`config.mk`:
```
export PLATFORM = sky130hd
export DESIGN_NAME = async_fifo_write_port
export DESIGN_NICKNAME = d
export VERILOG_FILES = /design/src/rtl/async_fifo_pkg.sv /design/src/rtl/pointer_synchronizer.sv /design/src/rtl/async_fifo_write_port.sv
export SDC_FILE = /design/constraint.sdc
export NUM_CORES = 1
export LEC_CHECK = 0
export CORE_MARGIN = 8
export CORE_UTILIZATION = 54
export CTS_CLUSTER_DIAMETER = 50
export CTS_CLUSTER_SIZE = 12
export DETAILED_ROUTE_END_ITERATION = 8
export GPL_TIMING_DRIVEN = 0
export PLACE_DENSITY = 0.86
export SLEW_MARGIN = 40
export SYNTH_ARGS = -nofsm -noshare
export SYNTH_HDL_FRONTEND = slang
export SYNTH_SLANG_ARGS = --single-unit
export TNS_END_PERCENT = 10
```
`constraint.sdc`:
```
create_clock -name clock -period 8.1 [get_ports clock]
set_clock_uncertainty 0.05 [all_clocks]
set_input_delay 1.215 -clock clock [delete_from_list [all_inputs] [get_ports clock]]
set_output_delay 1.215 -clock clock [all_outputs]
set_load 0.03 [all_outputs]
```
`src/rtl/async_fifo_pkg.sv`:
```
// Shared helpers for the async FIFO pointer logic (write and read sides).
// Functions work on a 32-bit container so any pointer width up to 32 bits
// can use them; callers cast in and slice the result back out.
package async_fifo_pkg;

  localparam int PTR_MAX_W = 32;
  typedef logic [PTR_MAX_W-1:0] ptr_word_t;

  function automatic ptr_word_t bin2gray(input ptr_word_t b);
    return b ^ (b >> 1);
  endfunction

  // Prefix XOR from the MSB down; zero upper bits of a narrower pointer
  // leave the result unchanged.
  function automatic ptr_word_t gray2bin(input ptr_word_t g);
    ptr_word_t b;
    b = g;
    for (int s = 1; s < PTR_MAX_W; s = s << 1) begin
      b = b ^ (b >> s);
    end
    return b;
  endfunction

endpackage

```
`src/rtl/pointer_synchronizer.sv`:
```
// Multi-flop synchroniser for a gray-coded pointer crossing clock domains.
// Ports:
//   clock   - destination-domain clock
//   reset_n - synchronous active-low reset, clears every stage
//   i_data  - gray pointer from the source-domain flop
//   o_data  - pointer after STAGES flops
module pointer_synchronizer #(
  parameter int WIDTH  = 4,
  parameter int STAGES = 2
) (
  input  logic             clock,
  input  logic             reset_n,
  input  logic [WIDTH-1:0] i_data,
  output logic [WIDTH-1:0] o_data
);

  logic [WIDTH-1:0] r_sync [STAGES];

  always_ff @(posedge clock) begin
    if (!reset_n) begin
      for (int s = 0; s < STAGES; s++) begin
        r_sync[s] <= '0;
      end
    end else begin
      r_sync[0] <= i_data;
      for (int s = 1; s < STAGES; s++) begin
        r_sync[s] <= r_sync[s-1];
      end
    end
  end

  assign o_data = r_sync[STAGES-1];

endmodule

```
`src/rtl/async_fifo_write_port.sv`:
```
// Write-side controller of a dual-clock FIFO. Owns the write pointer, drives
// the RAM write port, publishes the gray write pointer to the read domain and
// derives full / almost_full / fill level from the synchronised read pointer.
// Ports:
//   clock, reset_n        - write-domain clock, synchronous active-low reset
//   write_enable/_data    - write request and word
//   read_pointer_gray     - read pointer (gray) from the read-domain flop
//   overflow_clear        - clears the sticky overflow flag
//   memory_write_*        - registered RAM write strobe/address/data
//   write_pointer_gray    - registered gray write pointer for the read domain
//   full, almost_full     - registered status flags
//   write_level           - registered fill count, 0..DATA_DEPTH
//   overflow              - sticky flag: write attempted while full
module async_fifo_write_port
  import async_fifo_pkg::*;
#(
  parameter  int DATA_WIDTH        = 16,
  parameter  int DATA_DEPTH        = 4096,
  parameter  int SYNC_STAGES       = 2,
  parameter  int ALMOST_FULL_LEVEL = DATA_DEPTH - 4,
  localparam int AW                = $clog2(DATA_DEPTH),
  localparam int PW                = AW + 1
) (
  input  logic                  clock,
  input  logic                  reset_n,
  input  logic                  write_enable,
  input  logic [DATA_WIDTH-1:0] write_data,
  input  logic [PW-1:0]         read_pointer_gray,
  input  logic                  overflow_clear,
  output logic                  memory_write_enable,
  output logic [AW-1:0]         memory_write_address,
  output logic [DATA_WIDTH-1:0] memory_write_data,
  output logic [PW-1:0]         write_pointer_gray,
  output logic                  full,
  output logic                  almost_full,
  output logic [PW-1:0]         write_level,
  output logic                  overflow
);

  localparam logic [PW-1:0] DEPTH_W = PW'(DATA_DEPTH);
  localparam logic [PW-1:0] AFULL_W = PW'(ALMOST_FULL_LEVEL);

  logic [PW-1:0] r_wr_ptr_bin;
  logic [PW-1:0] w_wr_ptr_next;
  logic [PW-1:0] w_rd_sync_gray;
  logic [PW-1:0] w_rd_sync_bin;
  logic [PW-1:0] w_level_next;
  logic          w_accept;

  pointer_synchronizer #(
    .WIDTH  (PW),
    .STAGES (SYNC_STAGES)
  ) u_rd_ptr_sync (
    .clock   (clock),
    .reset_n (reset_n),
    .i_data  (read_pointer_gray),
    .o_data  (w_rd_sync_gray)
  );

  assign w_rd_sync_bin = PW'(gray2bin(ptr_word_t'(w_rd_sync_gray)));

  // Gate on the registered full flag so the accept path stays short.
  assign w_accept      = write_enable && !full;
  assign w_wr_ptr_next = r_wr_ptr_bin + PW'(w_accept);
  // The extra pointer bit makes DATA_DEPTH representable, so the modulo
  // difference distinguishes full from empty.
  assign w_level_next  = w_wr_ptr_next - w_rd_sync_bin;

  always_ff @(posedge clock) begin
    if (!reset_n) begin
      r_wr_ptr_bin         <= '0;
      write_pointer_gray   <= '0;
      write_level          <= '0;
      full                 <= 1'b0;
      almost_full          <= 1'b0;
      overflow             <= 1'b0;
      memory_write_enable  <= 1'b0;
      memory_write_address <= '0;
      memory_write_data    <= '0;
    end else begin
      r_wr_ptr_bin        <= w_wr_ptr_next;
      write_pointer_gray  <= PW'(bin2gray(ptr_word_t'(w_wr_ptr_next)));
      write_level         <= w_level_next;
      full                <= (w_level_next == DEPTH_W);
      almost_full         <= (w_level_next >= AFULL_W);
      memory_write_enable <= w_accept;
      if (w_accept) begin
        memory_write_address <= r_wr_ptr_bin[AW-1:0];
        memory_write_data    <= write_data;
      end
      // A new overflow event wins over a same-cycle clear.
      if (write_enable && full) begin
        overflow <= 1'b1;
      end else if (overflow_clear) begin
        overflow <= 1'b0;
      end
    end
  end

endmodule

```
# Yosys cells after proc, flatten, opt, wreduce, memory -nomap -nowiden
# Memory sizes are Yosys's and may differ from the RTL's.
# Cells that the tools add are included.
# totals
reg_bits	71
romBits	0
mem_count	1
latch_bits	0
mem_bits_rw	26
wordCells	32
# mem_list
memory	words	word_bits	read_ports	rd_ports_with_merged_regs	write_ports	line	source
u_rd_ptr_sync.r_sync	2	13	2	0	2	pointer_synchronizer.sv:17	logic [WIDTH-1:0] r_sync [STAGES];
# classes
n_eq_ne	1
bitwise_logic	8
mul	0
shifts	0
magnitude_cmp	1
n_reduce_logical	4
div_mod_pow	0
muxes	6
n_addsub	2
# op_table
cell	count
$mux 13	2
$xor 13x12->13	2
$add 13x1->13	1
$eq 13x13->1 const B	1
$ge 13x12->1 const B	1
$sub 13x13->13	1
$xor 13x1->13 const B	1
$xor 13x11->13	1
$xor 13x5->13	1
$xor 13x9->13	1
$mux 1	4
$logic_and 1x1->1	2
$or 1x1->1	2
$reduce_bool 2->1	1
$logic_not 1->1	1

# Logic depth before layout (Yosys ltp)
# Gate-level depths: netlist of run 1.
# depth
depth_word	7
ltp_mapped	20

# Hierarchy
# A second synthesis of run 1 with hierarchy kept.
# unflattened
cells_unflattened	445
hier_area_um2	4121.5
# by_module_without_submodules
mod	cells_per_inst	area_each_um2	seq_area_each_um2	n_inst
async_fifo_write_port	378	3293.2	1401.3	1
pointer_synchronizer	67	828.3	520.5	1

# Worst setup path after synthesis of run 1
# Ideal clock, no wire load.
# synth_timing
path_kind	register to register
start	mem u_rd_ptr_sync.r_sync[0][25] (netlist name)
end	reg full
setup_slack_ns	3.376
synth_period_minus_slack_ns	4.724
arrival_time_ns	4.558
setup_ns	0.116
path_stages_with_launch	20
cell_sequence	dfxtp_1 -> xnor3_2 -> xnor3_4 -> xnor2_4 -> xor2_1 -> xnor2_1 -> xor2_1 -> xor2_1 -> ha_1 -> fa_1 -> nor2b_1 -> o21a_1 -> o211ai_1 -> mux2_4 -> a221oi_2 -> o311ai_1 -> and3_1 -> o21ai_2 -> inv_1 -> and4_1
# synth_lines
item	line	source
start: declaration	pointer_synchronizer.sv:17	
end signal: assignment	async_fifo_write_port.sv:84	full <= (w_level_next == DEPTH_W);
end: declaration	async_fifo_write_port.sv:34	output logic full,

# Final worst setup path of run 1
# layout_timing
start	in write_enable
end	reg almost_full
# layout_via
elab_chain_cells	4
# layout_rtl
item	line	source
start: declaration	async_fifo_write_port.sv:26	input logic write_enable,
$logic_and 1x1->1	async_fifo_write_port.sv:63	assign w_accept = write_enable && !full;
via w_accept	async_fifo_write_port.sv:48	logic w_accept;
$add 13x1->13	async_fifo_write_port.sv:64	assign w_wr_ptr_next = r_wr_ptr_bin + PW'(w_accept);
via w_wr_ptr_next[2]	async_fifo_write_port.sv:44	logic [PW-1:0] w_wr_ptr_next;
$sub 13x13->13	async_fifo_write_port.sv:67	assign w_level_next = w_wr_ptr_next - w_rd_sync_bin;
$ge 13x12->1	async_fifo_write_port.sv:85	almost_full <= (w_level_next >= AFULL_W);
end signal: assignment	async_fifo_write_port.sv:85	
end: declaration	async_fifo_write_port.sv:35	output logic almost_full,
# The timed path passes the listed nets, and every way through them passes these cells.
# A chain may end at the register's enable or synchronous reset.

==> results of run 1 <==
metrics by stage:
stage | instance area, um^2 | instances | power (mW)
after floorplan | 3960 | 432 | 0.733
after global placement | 4990 | 621 | 0.824
after detailed placement | 4990 | 621 | 0.834
after CTS | 5190 | 637 | 1.15
after global routing | 5200 | 637 | 1.19
final | 5200 | 637 | 1.14
cells by family after synthesis:
group,Yosys count,share of synthesized area
AO/OA/AOI/OAI,63,0.0976
multiplexers,2,0.00632
XOR/XNOR,48,0.119
AND/OR/NAND/NOR,172,0.206
flip-flops,96,0.485
adder cells (fa/ha/maj),16,0.0512
buffers and inverters,35,0.0347
state kept, by name, indices dropped and copies added, names as in the netlist:
signal                flops
almost_full               1
write_pointer_gray       13
write_level              13
r_wr_ptr_bin             12
full                      1
memory_write_data        16
memory_write_enable       1
overflow                  1
u_rd_ptr_sync.r_sync     26
memory_write_address     12
per-layer routing:
metal,track usage,share of wire
met5,0,0
met2,0.304,0.47
met4,0.0676,0.016
met1,0.193,0.44
met3,0.0426,0.067
cells in the final DEF, fill, tap and decap left out, drive strengths merged, types with 2 or more instances in the layout:
cell / netlist / layout
ha: 13 / 13
maj3: 2 / 2
xnor2: 26 / 26
dfxtp: 96 / 96
and2: 34 / 34
and4: 3 / 3
o21ai: 6 / 6
xnor3: 2 / 2
clkbuf: 15 / 26
nand2: 71 / 71
o211ai: 2 / 2
inv: 15 / 16
clkdlybuf4s50: 0 / 90
xor2: 20 / 20
nor3: 8 / 8
nand3: 6 / 6
clkinv: 1 / 3
and3: 2 / 2
a31oi: 3 / 3
buf: 4 / 4
o21bai: 2 / 2
nor2: 38 / 38
nand4: 2 / 2
a21oi: 39 / 39
nand2b: 3 / 3
nor2b: 2 / 2
final timing paths:
check        cells after the start  slack (ps)                           to
min                              1         390  u_rd_ptr_sync.r_sync[0][19]
max                             17        2900                  almost_full
min reg2reg                      1         390  u_rd_ptr_sync.r_sync[0][19]
max reg2reg                     19        2940                         full
worst max-delay path, cell delays in order:
cell	delay, ps
clkdlybuf4s50_1	480
nand2b_1	90
inv_1	90
clkbuf_1	380
ha_1	250
ha_1	190
xor2_1	380
ha_1	350
nor2b_1	150
o21a_1	190
o211ai_1	180
mux2_4	200
a31oi_1	120
o31ai_1	430
nor4b_4	280
nor3_2	100
o41ai_2	310
report_power, final:
group	leakage, nW	switching [mW]	internal [mW]
clock	0.100	0.161	0.153
sequential	0.788	0.00999	0.503
combinational	1.21	0.173	0.135
area by class of cell:
cell class                 count  share of cell area
inverter                      16              0.0116
clock buffer                  11              0.0272
tap                           99              0.0238
timing repair buffer          90               0.173
sequential                    96               0.370
clock inverter                 5              0.0123
buffer                        19              0.0149
multi-input combinational    301               0.367
==> metrics, run 1 <==
core box area roughly 7200 um^2; die height 102 um; multi-input combinational cell area between 1500 and 2000 um^2; Avg Synthesized Cell Area just over 9 um^2; start point of the worst hold path u_rd_ptr_sync.r_sync[0][6]; CTS sink count 96; PortBufs 90; WP data arrival around 5400 ps; FF-to-FF Start u_rd_ptr_sync.r_sync[0][25]; final hold violations 0; root buffer cell clkbuf_8; clk_lat worst skew 360 ps; layout cells sized above 1 0.0595; Synth Warn # 0; number of remaining DRC errors 0; count leader, synth dfxtp_1; Post-synth top cells dfxtp_1, nand2_1, a21oi_1; CTS tree yes; EDFF count, synth 0; crit path capture type flop; H-tree depth 3; die area ~10,000 um^2; cells taking the most area after synthesis dfxtp_1, nand2_1, xnor2_1; Num CTS Buffers 9; num ports 91; Post-Route WL 8670 um; Leak approximately 2.1 nW; Pins Over Slew Limit 0; vias per cell 4.92; first-pass GRT wire length around 14,000 um; hold buffer count at cts 0; Place WS 2560 ps; setup bufs post-CTS 0; max cap viols 0; total track usage 0.172; largest net degree at the start of global routing 17; leading area contributor after synthesis dfxtp_1; fmax approximately 0.19 GHz; Critical Path Start Type input pin; WHS between 300 and 400 ps; Die W 102 um; syn nets 479; Worst VDD drop roughly 0.14 mV; Syn-to-layout area delta 31.2%; ys flop type dfxtp_1; Final ANT Viol Nets 0; GP Congestion a little over 0.8; GR Overflow Total 0; Worst Setup SP write_enable; Util after Layout 0.724; cts repair resizes 0; initial antenna violation count 0; cell area power density 219 nW/um^2; wire per inst 13.6 um; worst hold-check path type flop to flop; Antenna Cells 0; DR iter-0 viols 86; via count 3,134; post-synthesis sequential area ratio 0.485; Synth top area share 0.485; FP Rows 31; Clock Tree Buf Depth 2; RSZ-0062 raised after global routing false; CP required just over 8000 ps; DP Wirelength about 7000 um; post-synth cell types 48; Least-Margin Pin Slew around 570 ps; Yosys reg bits 96; Final Cycle Share 0.642; setup TNS 0 ps; Register Area around 1900 um^2; normalized max-slew margin 0.614; Fill cells around 540; vias in the first global route around 3,100; post-route minimum period approximately 5200 ps; CP max FO 11; Mapped Area around 4000 um^2; outcome complete, no violations; Crit Path Category input pin to flop; first drt pass iteration count 4; fraction of registers with async set/reset 0; Initial Util 0.552; Final Net Count just under 600; setup ws final about 2900 ps; Clk pin slew, worst setup/hold paths approximately 80 ps; Mapped Cells roughly 430; # setup viols final 0
Power figures use the tool's default switching activity.
==> inputs of run 2 (changes only) <==
- CORE_UTILIZATION: 54 -> 45
- PLACE_DENSITY: 0.86 -> 0.77
- clock period: 8.1 -> 4.3 ns (I/O delays scaled with it)
==> run 2 against run 1 <==
Against the previous run:
- the run now ends with setup timing left
- non-clock buffer count grew 11
- sequential cell count unchanged
- routed wire length grew 2.1%
- die area rose by 17%
- core utilization shrank 10 points
- critical path depth up 1
- critical path type is now flop to flop
- largest cell class is now multi-input gates
==> metrics, run 2 (same netlist as run 1, synthesis figures left out) <==
clk_lat worst skew 360 ps; FP Rows 34; Util after Layout 0.623; Fill cells 734; Crit Path Category flop to flop; Leak 2.16 nW; # setup viols final 3; Die W around 110 um; via count around 3,100; failing checks setup timing; post-route minimum period between 4000 and 5000 ps; final hold violations 0; commonest non-fill, non-tap cell in the layout dfxtp_1; vias per cell between 4 and 5; Clock Tree Buf Depth 2; start point of the worst hold path u_rd_ptr_sync.r_sync[0][3]; outcome complete, but fails checks; first drt pass iteration count 4; sw frac 0.307; CTS sink count 96; GR Overflow Total 0; GP Congestion 0.824; Critical Path Start Type flop; DR iter-0 viols ~110; normalized max-slew margin 0.551; die area approximately 12,000 um^2; total track usage 0.152; crit path capture type flop; max cap viols 0; worst hold-check path type flop to flop; Initial Util 0.459; Comb pwr share 0.298; wire per inst approximately 13 um; Pins Over Slew Limit 0; Net Switching just under 0.7 mW; Final Cycle Share 1.04; Worst VDD drop around 0.22 mV; largest net degree at the start of global routing 17; commonest cells after routing, fill and taps aside dfxtp_1, clkdlybuf4s50_1, nand2_1, a21oi_1, nor2_1; num ports 91; multi-input combinational cell area roughly 2000 um^2; PortBufs 90; first-pass GRT wire length 14,600 um; CP most frequent cell xor2_2; root buffer cell clkbuf_8; layout cells sized above 1 0.107; internal power around 1.5 mW; Total Power between 2 and 2.5 mW; Post-Route WL just under 9000 um; Final ANT Viol Nets 0; Reg power frac 0.439; Crit-path slowest cell xnor3_2; Final Net Count 591; number of remaining DRC errors 0; core box area between 8000 and 9000 um^2; WHS 388 ps; fmax 0.223 GHz; Clk pwr share 0.263; Antenna Cells 0; FF-to-FF Start u_rd_ptr_sync.r_sync[0][23]; Clk pin slew, worst setup/hold paths approximately 90 ps; cell area power density about 400 nW/um^2; WP data arrival approximately 4700 ps; critical path's largest stage delay ~420 ps; vias in the first global route ~3,100; setup ws final -187 ps; Register Area 1930 um^2; H-tree depth 3; CTS tree yes; DP Wirelength slightly below 7000 um; CP max FO 3; initial antenna violation count 0; Least-Margin Pin Slew roughly 670 ps; Num CTS Buffers 9; RSZ-0062 raised after global routing true; largest registers u_rd_ptr_sync.r_sync: 26 flops, memory_write_data: 16 flops; CP required approximately 4500 ps; cells along the critical path xnor3_2, xnor3_4, xnor2_4, xor2_2, xnor2_2, xor2_2, buf_4, inv_1, ha_1, nor2b_1, nor3_1, o21bai_1, a31o_2, maj3_1, mux2i_1, xnor2_1, nand3_1, o41ai_2; Worst Setup SP u_rd_ptr_sync.r_sync[0][23]; Biggest register u_rd_ptr_sync.r_sync; die height around 110 um; max reg flops 26; Syn-to-layout area delta 35.8%; hold buffer count at cts 0
-- run 2: final cells by class --
type | count | share of cell area
multi-input cells | 301 | 0.371
repair buffers | 102 | 0.184
clock buffers | 11 | 0.0244
clock inverters | 5 | 0.0119
inverters | 16 | 0.0112
flip-flops and latches | 96 | 0.358
plain buffers | 18 | 0.0137
well taps | 108 | 0.0251
-- run 2: worst paths after layout --
kind,endpoint,slack [ps],depth (start not counted)
worst max-delay path,almost_full,-190,18
worst min-delay path,u_rd_ptr_sync.r_sync[0][16],390,1
worst max register to register,almost_full,-190,18
worst min register to register,u_rd_ptr_sync.r_sync[0][16],390,1
-- run 2: routing by layer --
layer,up-vias,share of wire,track usage
met5,-,0,0
met4,0,0.0098,0.0608
met3,6,0.076,0.0322
met2,87,0.48,0.260
met1,1408,0.43,0.180
li1,1622,-,-
-- run 2: critical path, delay by kind of cell, from the launching register on --
family	cells	cell delay, ps
xor+xnor	7	1820
compound gates	3	710
fa+ha+maj	2	600
simple gates	3	510
flops	1	330
mux	1	220
buf+inv	2	170
-- run 2: through the flow --
| stage | area (um^2) | cells | setup slack, ps | setup TNS, ps |
|---|---|---|---|---|
| 2_1_floorplan | 3990 | 432 | -155 | -283 |
| 3_3_place_gp | 5030 | 630 | -579 | -2300 |
| 3_5_place_dp | 5030 | 630 | -662 | -3010 |
| 4_1_cts | 5320 | 653 | -171 | -335 |
| 5_1_grt | 5380 | 657 | -416 | -1640 |
| 6_report | 5380 | 657 | -187 | -349 |
-- run 2: timing repair --
action / 4_1_cts / 5_1_grt
pin swaps: 12 / 7
setup buffers: 8 / 4
gates resized for setup: 7 / 5
endpoints found under the setup margin: 7 / 7
-- run 2: power by group through the flow --
stage                     sequential (mW)  combinational, mW  clock, mW
after global routing                0.977              0.714      0.628
after CTS                           0.970              0.632      0.591
after floorplan                      1.08              0.306          0
final                               0.969              0.657      0.580
after global placement              0.988              0.577          0
after detailed placement            0.990              0.589          0
==> inputs of run 3 (changes only) <==
- MAX_ROUTING_LAYER: not set -> met4
- SLEW_MARGIN: 40 -> 30
==> run 3 against run 2 <==
Against the previous run:
- the run still ends with setup timing left
- first-iteration DRC count grew 2.8%
- critical path depth is 1 higher
- routed wire length is 0.33% lower
- cell count shrank 0.61%
- clock power is 6.4% lower
- largest power group unchanged
==> metrics, run 3 (same netlist as run 1, synthesis figures left out) <==
critical path's largest stage delay 430 ps; # setup viols final 5; Fill cells about 750; Die W ~110 um; first drt pass iteration count 4; die area ~12,000 um^2; Num CTS Buffers 9; worst r2r dst full; fmax approximately 0.22 GHz; RSZ-0062 raised after global routing true; CP max FO 3; Pins Over Slew Limit 0; largest net degree at the start of global routing 18; DP Wirelength roughly 6700 um; WP buf/inv 1; final hold violations 0; via count approximately 3,100; Reg power frac 0.448; failing checks setup timing; post-route minimum period around 4600 ps; cell area power density around 410 nW/um^2; setup ws final -308 ps; WP data arrival 4810 ps; worst hold-check path type flop to flop; R2R cell count 19; PortBufs 90; first-pass GRT wire length approximately 14,000 um; total track usage 0.153; Crit path max-delay family XOR/XNOR gates; cells along the critical path xnor3_2, xnor3_4, xnor2_4, xor2_2, xnor2_2, xor2_2, xor2_1, ha_2, fa_2, nor2b_1, o21a_1, o211ai_1, mux2_4, a221oi_4, o311ai_2, and3_1, o21ai_2, inv_1, and4_1; Post-Route WL between 8000 and 9000 um; vias per cell a little under 5; Least-Margin Pin Slew approximately 980 ps; placed inst area between 5000 and 6000 um^2; sw frac 0.323; DR iter-0 viols 110; FP Rows 34; core box area roughly 8600 um^2; wire per inst 13.5 um; layout cells sized above 1 0.0972; start point of the worst hold path u_rd_ptr_sync.r_sync[0][1]; Biggest register u_rd_ptr_sync.r_sync; Crit Path Category flop to flop; CP most frequent cell xor2_2; Final Cell Area between 5000 and 6000 um^2; final cell count without fillers approximately 650; internal power 1.46 mW; Final ANT Viol Nets 0; Clock Tree Buf Depth 2; FF-to-FF Start u_rd_ptr_sync.r_sync[0][25]; crit path capture type flop; largest registers u_rd_ptr_sync.r_sync: 26 flops, memory_write_data: 16 flops; H-tree depth 3; CTS sink count 96; initial antenna violation count 0; GR Overflow Total 0; Initial Util 0.459; GP Congestion approximately 0.83; dpl cells 630; normalized max-slew margin 0.344; Syn-to-layout area delta 34.6%; WHS Endpoint u_rd_ptr_sync.r_sync[0][14]; Net Switching between 0.6 and 0.7 mW; Final Net Count slightly below 600; num ports around 90; Crit-path slowest cell xnor3_2; number of remaining DRC errors 0; Clk pwr share 0.251; Antenna Cells 0; root buffer cell clkbuf_8; Worst VDD drop roughly 0.26 mV; Final Cycle Share 1.07; CP required 4500 ps; Critical Path Start Type flop; hold buffer count at cts 0; max reg flops 26; clk_lat worst skew roughly 360 ps; Clk pin slew, worst setup/hold paths ~90 ps; die height around 110 um; Comb pwr share 0.300; CTS tree yes; commonest cells after routing, fill and taps aside dfxtp_1, clkdlybuf4s50_1, nand2_1, a21oi_1, nor2_1; outcome complete, but fails checks; vias in the first global route 3,091; Leak roughly 2.1 nW; Reg2Reg Setup Slack -310 ps; commonest non-fill, non-tap cell in the layout dfxtp_1; max cap viols 0; hold depth 1
-- run 3: cell types whose count changed in the layout (fill, tap and decap cells not counted), moves of 2 or more --
cell     change
dfxtp_2      -2
dfxtp_1      +2
xnor2_2      +2
xor2_1       +3
xor2_2       -3
buf_4        -4
xnor2_1      -2
-- run 3: cell type report --
cell class / count / area (um^2) / share of cell area
clock inverter: 6 / 51.3 / 0.00962
clock buffer: 10 / 128 / 0.0239
sequential: 96 / 1920 / 0.361
tap: 108 / 135 / 0.0253
timing repair buffer: 98 / 961 / 0.180
inverter: 16 / 60.1 / 0.0113
buffer: 18 / 73.8 / 0.0138
multi-input combinational: 301 / 2000 / 0.375
-- run 3: through the flow --
stage	total power, mW	hold slack (ps)	TNS, ps	utilization	setup WS (ps)
final	2.16	382	-755	0.618	-308
after global routing	2.28	398	-2310	0.618	-538
after global placement	1.57	367	-2380	0.582	-592
after detailed placement	1.58	367	-3110	0.582	-656
after floorplan	1.39	362	-283	-	-155
after CTS	2.15	388	-531	0.611	-252
-- run 3: repair_timing --
action                                  CTS  global route
pin swaps                                 6             5
endpoints found under the setup margin    7             7
buffers inserted                          5             3
resized for setup                         5             6
-- run 3: how the worst max path moves through the flow --
stage,startpoint,endpoint,slack [ps],cells past startpoint
floorplan,u_rd_ptr_sync.r_sync[0][23],full,-160,19
global placement,write_enable,almost_full,-590,17
detailed placement,write_enable,almost_full,-660,17
CTS,u_rd_ptr_sync.r_sync[0][23],full,-250,19
global route,u_rd_ptr_sync.r_sync[0][25],full,-540,19
finish,u_rd_ptr_sync.r_sync[0][25],full,-310,19
-- run 3: routing by layer --
metal  global-route usage  wire length, um
met1                0.171             3950
met2                0.253             4010
met3               0.0399              677
met4               0.0636              194
met5                    -                0
-- run 3: power by group through the flow --
stage               Sequential (mW)  Clock, mW  Combinational [mW]
floorplan                      1.08          0               0.306
global placement              0.988          0               0.578
detailed placement            0.990          0               0.591
CTS                           0.970      0.557               0.627
global route                  0.977      0.599               0.702
finish                        0.969      0.543               0.650
